### config.mk
export PLATFORM = sky130hd
export DESIGN_NAME = vga_rx_decoder
export DESIGN_NICKNAME = d
export VERILOG_FILES = /design/src/rtl/vga_timing_pkg.sv /design/src/rtl/vga_edge_det.sv /design/src/rtl/vga_rx_decoder.sv
export SDC_FILE = /design/constraint.sdc
export NUM_CORES = 1
export LEC_CHECK = 0
export CAP_MARGIN = 40
export CORE_MARGIN = 1
export CORE_UTILIZATION = 30
export CTS_CLUSTER_DIAMETER = 150
export CTS_CLUSTER_SIZE = 20
export DETAILED_ROUTE_END_ITERATION = 6
export HOLD_SLACK_MARGIN = 0.15
export PLACE_DENSITY = 0.59
export SLEW_MARGIN = 15
export SYNTH_ARGS = -nofsm -noshare
export SYNTH_HDL_FRONTEND = slang
export SYNTH_SLANG_ARGS = --single-unit
### constraint.sdc
create_clock -name clk -period 2.72 [get_ports clk]
set_input_delay 0.68 -clock clk [delete_from_list [all_inputs] [get_ports clk]]
set_output_delay 0.68 -clock clk [all_outputs]
set_load 0.01 [all_outputs]
### src/rtl/vga_timing_pkg.sv
// vga_timing_pkg: 640x480 VGA timing constants and receiver lock states,
// shared by the sync generator and the receive-side decoder.
package vga_timing_pkg;

    localparam int H_DISP  = 640;
    localparam int H_RB    = 16;
    localparam int H_RT    = 96;
    localparam int H_LB    = 48;
    localparam int H_TOTAL = H_DISP + H_RB + H_RT + H_LB;

    localparam int V_DISP  = 480;
    localparam int V_BB    = 10;
    localparam int V_RT    = 2;
    localparam int V_TB    = 33;
    localparam int V_TOTAL = V_DISP + V_BB + V_RT + V_TB;

    localparam bit SYNC_POL = 1'b1;

    typedef enum logic [1:0] {
        UNLOCKED,
        CHECK,
        LOCKED
    } rx_state_e;

endpackage

### src/rtl/vga_edge_det.sv
// vga_edge_det: registers a sync level on the pixel tick and flags
// its leading and trailing edges for that tick.
module vga_edge_det (
    input  logic clk,
    input  logic rst,
    input  logic pix_en,
    input  logic level,
    output logic lead,
    output logic trail
);

    logic level_d;

    always_ff @(posedge clk or posedge rst) begin
        if (rst) begin
            level_d <= 1'b0;
        end else if (pix_en) begin
            level_d <= level;
        end
    end

    assign lead  = pix_en & level & ~level_d;
    assign trail = pix_en & ~level & level_d;

endmodule

### src/rtl/vga_rx_decoder.sv
// vga_rx_decoder: recovers pixel coordinates from a VGA sync/rgb stream
// and locks once a full frame matches the expected timing.
module vga_rx_decoder #(
    parameter int H_DISP   = vga_timing_pkg::H_DISP,
    parameter int H_RB     = vga_timing_pkg::H_RB,
    parameter int H_RT     = vga_timing_pkg::H_RT,
    parameter int H_LB     = vga_timing_pkg::H_LB,
    parameter int V_DISP   = vga_timing_pkg::V_DISP,
    parameter int V_BB     = vga_timing_pkg::V_BB,
    parameter int V_RT     = vga_timing_pkg::V_RT,
    parameter int V_TB     = vga_timing_pkg::V_TB,
    parameter bit SYNC_POL = vga_timing_pkg::SYNC_POL
) (
    input  logic       clk,
    input  logic       reset,
    input  logic       pix_en,
    input  logic       hsync,
    input  logic       vsync,
    input  logic [2:0] rgb_in,
    output logic [9:0] pix_x,
    output logic [9:0] pix_y,
    output logic       pix_valid,
    output logic [2:0] rgb_out,
    output logic       frame_start,
    output logic       locked,
    output logic       sync_err
);

    import vga_timing_pkg::*;

    localparam logic [9:0] H_SPAN_C = 10'(H_LB + H_DISP + H_RB);
    localparam logic [9:0] H_TOT_C  = 10'(H_LB + H_DISP + H_RB + H_RT);
    localparam logic [9:0] V_SPAN_C = 10'(V_TB + V_DISP + V_BB);
    localparam logic [9:0] V_TOT_C  = 10'(V_TB + V_DISP + V_BB + V_RT);
    localparam logic [9:0] H_ACT_LO = 10'(H_LB);
    localparam logic [9:0] H_ACT_HI = 10'(H_LB + H_DISP);
    localparam logic [9:0] V_ACT_LO = 10'(V_TB);
    localparam logic [9:0] V_ACT_HI = 10'(V_TB + V_DISP);

    logic [1:0] rst_pipe;
    logic       rst;

    // asserts with reset, releases two clocks after it drops
    always_ff @(posedge clk or posedge reset) begin
        if (reset) begin
            rst_pipe <= 2'b11;
        end else begin
            rst_pipe <= {rst_pipe[0], 1'b0};
        end
    end

    assign rst = rst_pipe[1];

    logic hs_lvl;
    logic vs_lvl;
    logic hs_lead;
    logic hs_trail;
    logic vs_lead;
    logic vs_trail;

    assign hs_lvl = SYNC_POL ? hsync : ~hsync;
    assign vs_lvl = SYNC_POL ? vsync : ~vsync;

    vga_edge_det u_hs_edge (
        .clk    (clk),
        .rst    (rst),
        .pix_en (pix_en),
        .level  (hs_lvl),
        .lead   (hs_lead),
        .trail  (hs_trail)
    );

    vga_edge_det u_vs_edge (
        .clk    (clk),
        .rst    (rst),
        .pix_en (pix_en),
        .level  (vs_lvl),
        .lead   (vs_lead),
        .trail  (vs_trail)
    );

    logic [9:0] hcnt;
    logic [9:0] vcnt;
    logic [9:0] hcnt_inc;
    logic [9:0] vcnt_inc;
    logic [9:0] hcnt_nx;
    logic [9:0] vcnt_nx;
    logic       mismatch;
    logic       active;
    logic       valid_nx;
    rx_state_e  state;

    // *_nx is the position of the sample taken on this tick;
    // hs edge is applied before vs so a vs trail clear wins
    always_comb begin
        hcnt_inc = hcnt;
        if (!(&hcnt)) begin
            hcnt_inc = hcnt + 10'd1;
        end
        hcnt_nx = hs_trail ? 10'd0 : hcnt_inc;

        vcnt_inc = vcnt;
        if (hs_trail && !(&vcnt)) begin
            vcnt_inc = vcnt + 10'd1;
        end
        vcnt_nx = vs_trail ? 10'd0 : vcnt_inc;

        mismatch = (hs_lead  && (hcnt_inc != H_SPAN_C)) ||
                   (hs_trail && (hcnt_inc != H_TOT_C))  ||
                   (vs_lead  && (vcnt_inc != V_SPAN_C)) ||
                   (vs_trail && (vcnt_inc != V_TOT_C));

        active = (hcnt_nx >= H_ACT_LO) && (hcnt_nx < H_ACT_HI) &&
                 (vcnt_nx >= V_ACT_LO) && (vcnt_nx < V_ACT_HI);
    end

    // entry to LOCKED only happens on a vs trail, which is never active
    assign valid_nx = (state == LOCKED) && !mismatch && active;

    always_ff @(posedge clk or posedge rst) begin
        if (rst) begin
            state       <= UNLOCKED;
            hcnt        <= 10'd0;
            vcnt        <= 10'd0;
            pix_x       <= 10'd0;
            pix_y       <= 10'd0;
            pix_valid   <= 1'b0;
            rgb_out     <= 3'd0;
            frame_start <= 1'b0;
            locked      <= 1'b0;
            sync_err    <= 1'b0;
        end else begin
            sync_err    <= 1'b0;
            frame_start <= 1'b0;
            if (pix_en) begin
                hcnt        <= hcnt_nx;
                vcnt        <= vcnt_nx;
                pix_x       <= hcnt_nx - H_ACT_LO;
                pix_y       <= vcnt_nx - V_ACT_LO;
                pix_valid   <= valid_nx;
                rgb_out     <= valid_nx ? rgb_in : 3'd0;
                frame_start <= valid_nx && (hcnt_nx == H_ACT_LO) &&
                               (vcnt_nx == V_ACT_LO);
                unique case (state)
                    UNLOCKED: begin
                        if (vs_trail) begin
                            state <= CHECK;
                        end
                    end
                    CHECK: begin
                        if (mismatch) begin
                            state    <= UNLOCKED;
                            sync_err <= 1'b1;
                        end else if (vs_trail) begin
                            state  <= LOCKED;
                            locked <= 1'b1;
                        end
                    end
                    LOCKED: begin
                        if (mismatch) begin
                            state    <= UNLOCKED;
                            locked   <= 1'b0;
                            sync_err <= 1'b1;
                        end
                    end
                    default: begin
                        state  <= UNLOCKED;
                        locked <= 1'b0;
                    end
                endcase
            end
        end
    end

endmodule

==> key figures <==
Outcome
  • Outcome: finished clean

STA
  • Fin. Hold Viols: 0
  • Final Cycle Share: 0.996
  • Clock skew: 0.0118 ns
  • FMAX: between 300 and 400 MHz
  • Final setup viols: 0
  • Setup tns final: 0 ns
  • Period minus WS final: around 2.7 ns
  • Unrepaired setup endpoints after global routing: true
  • Slew Limit Fails: 0
  • Hold WS: about 0.21 ns

Clocking
  • CTS tree: done
  • Hold Buf Count CTS: 0
  • CTS Buf Count: 5
  • TritonCTS sink count: 49
  • Worst-Skew Late Latency: between 0.3 and 0.4 ns
  • Clk buf depth: 2
  • Clk pin slew, worst setup/hold paths: ~0.1 ns
  • Clock root buffer: clkbuf_8
  • H-tree levels: 2

GRT
  • Initial antenna violation count: 0
  • Global-route usage over all layers: 0.173
  • Pin count of the biggest net entering global routing: 35
  • Vias in the first global route: around 3200
  • First-pass GRT wire length: approximately 16000 microns
  • GRT overflow: 0

Drt
  • Final routed DRC violation total: 0
  • DR vias: about 3100
  • Detailed Route Iter0 Violations: 183
  • First-pass iteration count of the detailed router: 4
  • Detail Route Antenna Nets: 0
  • Vias/cell: 5.17
  • Routed len/inst: between 15 and 20 microns
  • Post-Route WL: ~9400 microns

Synthesis
  • Gate Count Post-Synth: about 380
  • Post-synth EDFFs: 0
  • Flops & latches, synth: between 40 and 50
  • Yosys warning count: 0
  • Largest area contributor in the netlist: dfrtp_1
  • Yosys top cell area share: 0.350
  • Dominant synthesized flop cell: dfrtp_1
  • Asr flop ratio synth: 1.00
  • Register area share after synthesis: 0.366
  • Top post-synthesis cells by area: dfrtp_1, nor2_1, nand2_1
  • Syn Nets: 392
  • Cell area after synthesis: about 0.0034 sq mm
  • Synth top cells by count: dfrtp_1, nor2_1, nand2_1
  • Post-synth cell types: 73
  • Mean Syn Cell Area: between 8 and 9 sq um
  • Count leader, synth: dfrtp_1

Finish
  • Area Growth Syn to Fin: 33.6%
  • ANT cells: 0
  • # nets final: about 480
  • Final instance area: about 0.0045 sq mm
  • Final core area utilization: 0.412
  • Layout cell share with drive strength beyond 1: 0.305

Worst setup path
  • WP buf/inv: 3
  • Crit start category: register
  • CP max stage delay: a little over 0.4 ns
  • Crit Path Category: reg2reg
  • Crit path required time: approximately 2.9 ns
  • Critical Path End Type: register
  • Cells along the critical path: ha_2 -> buf_4 -> buf_4 -> and4b_2 -> and4_1 -> a211o_1 -> and2_2 -> buf_4 -> a21oi_4 -> a21boi_1 -> xor2_1 -> a31oi_1
  • CP max stage cell: dfrtp_1
  • Largest delay share family, worst path: simple AND/OR/NAND/NOR gates
  • Critical Path Most Common Cell: buf_4
  • Worst-path fanout max: 9
  • CP arrival: 2.89 ns

Pwr
  • Worst VDD drop: 0.000397 V
  • Part of the power in registers: 0.354
  • Sw Ratio: 0.366
  • Gate power share: 0.471
  • Power Density: 627 mW/mm^2
  • P_sw: a little over 1 mW
  • LEAKAGE: between 1.5 and 2 nW
  • Clock power share: 0.175
  • Internal power: 1.78 mW

Floorplanning
  • Core box area: 0.0109 sq mm
  • DIE AREA: 0.0116 sq mm
  • I/O pin cnt: 35
  • Row cnt: 38
  • Die height: around 110 microns
  • Chip Width: between 100 and 150 microns
  • Starting density of the core: 0.308

Flow run
  • Max cap viols: 0

Placement
  • Final RePlAce weighted congestion: slightly below 0.9
  • PortBufs: 34
  • Post-DP HPWL: roughly 6800 microns
  • Placement Cell Area: about 0.0042 sq mm

Hold path
  • Worst min path class: reg2async
==> sequential cells by signal, summed over array words and instances, names as in the netlist <==
| signal | cells |
|---|---|
| pix_x | 10 |
| u_hs_edge.level_d | 1 |
| rgb_out | 3 |
| vcnt | 10 |
| state | 2 |
| rst_pipe | 2 |
| pix_y | 10 |
| u_vs_edge.level_d | 1 |
| pix_valid | 1 |
| sync_err | 1 |
| frame_start | 1 |
| locked | 1 |
| hcnt | 6 |
==> layout by cell type (no fill, tap or decap), types with 3 or more instances in the layout <==
cell type and instances:
o21a_1 3, clkdlybuf4s50_1 32, a21oi_1 19, a21o_1 4
ha_1 5, o21ai_0 21, o32ai_2 3, buf_4 76
a31oi_1 10, mux2_2 8, and3_1 3, dfrtp_1 47
clkbuf_8 7, nor2b_1 3, and4_1 4, nand4_1 8
nand2_1 30, nand3_1 17, o22ai_1 3, and2_1 4
xor2_1 5, inv_1 22, o2bb2ai_1 3, xnor2_1 7
nor3_1 5, inv_2 3, nor2_1 33, nand3b_1 3
nand2b_1 4
==> power by group through the flow <==
stage	logic, mW	registers (mW)	clock network [mW]
6_report	1.32	0.996	0.491
5_1_grt	1.47	1.02	0.536
4_1_cts	1.32	0.996	0.511
3_5_place_dp	1.25	1.01	0
3_3_place_gp	1.23	1.00	0
2_1_floorplan	0.757	0.999	0
==> routing by layer <==
layer,vias to the layer above,GRT usage,wire length (microns)
li1,1522,-,-
met1,1513,0.233,4380
met2,96,0.271,4290
met3,17,0.0363,511
met4,0,0.0675,174
met5,-,0,0
==> path summary, 6_finish.rpt <==
path / from / end / slack, ns / cells past startpoint
worst max-delay path: vcnt[0] / pix_y[7] / 0.01 / 12
worst min-delay path: rst_pipe[1] / hcnt[6] / 0.21 / 1
worst max register to register: vcnt[0] / pix_y[7] / 0.01 / 12
worst min register to register: rst_pipe[1] / hcnt[6] / 0.21 / 1
max in group asynchronous: rst_pipe[1] / vcnt[6] / 2.01 / 2
min in group clk: rst_pipe[0] / rst_pipe[1] / 0.37 / 0
==> through the flow <==
| stage | worst slack [ns] | total power [mW] | cells |
|---|---|---|---|
| after global placement | -0.479 | 2.23 | 593 |
| after detailed placement | -0.611 | 2.26 | 594 |
| after CTS | 0.00318 | 2.83 | 606 |
| after floorplan | 0.000297 | 1.76 | 376 |
| after global routing | -0.119 | 3.02 | 609 |
| final | 0.0122 | 2.81 | 609 |
==> logic make-up (layout without fill, tap and decap cells) <==
family	Yosys count	after routing	synth area share
AOI/OAI and AO/OA	98	98	0.213
xor gates and xnor gates	14	14	0.0365
adders and majority gates	8	8	0.0298
buffers and inverters	51	144	0.0854
DFF	49	49	0.366
muxes	10	10	0.0328
other	1	1	0.00112
and+or+nand+nor	145	145	0.236
==> what timing repair did <==
item,CTS,global route
gates cloned,0,0
endpoints found under the setup margin,12,11
resized for setup,12,6
pin swaps,7,4
buffers inserted,4,3
==> cell type report <==
type                    count  area, sq um
flip-flops and latches     49         1230
inverters                  25         93.8
clock buffers               7         96.3
well taps                 140          175
multi-input cells         276         1960
fillers                  1048         6400
clock inverters             1         5.00
repair buffers            111          926
(Power assumes the default switching activity.)
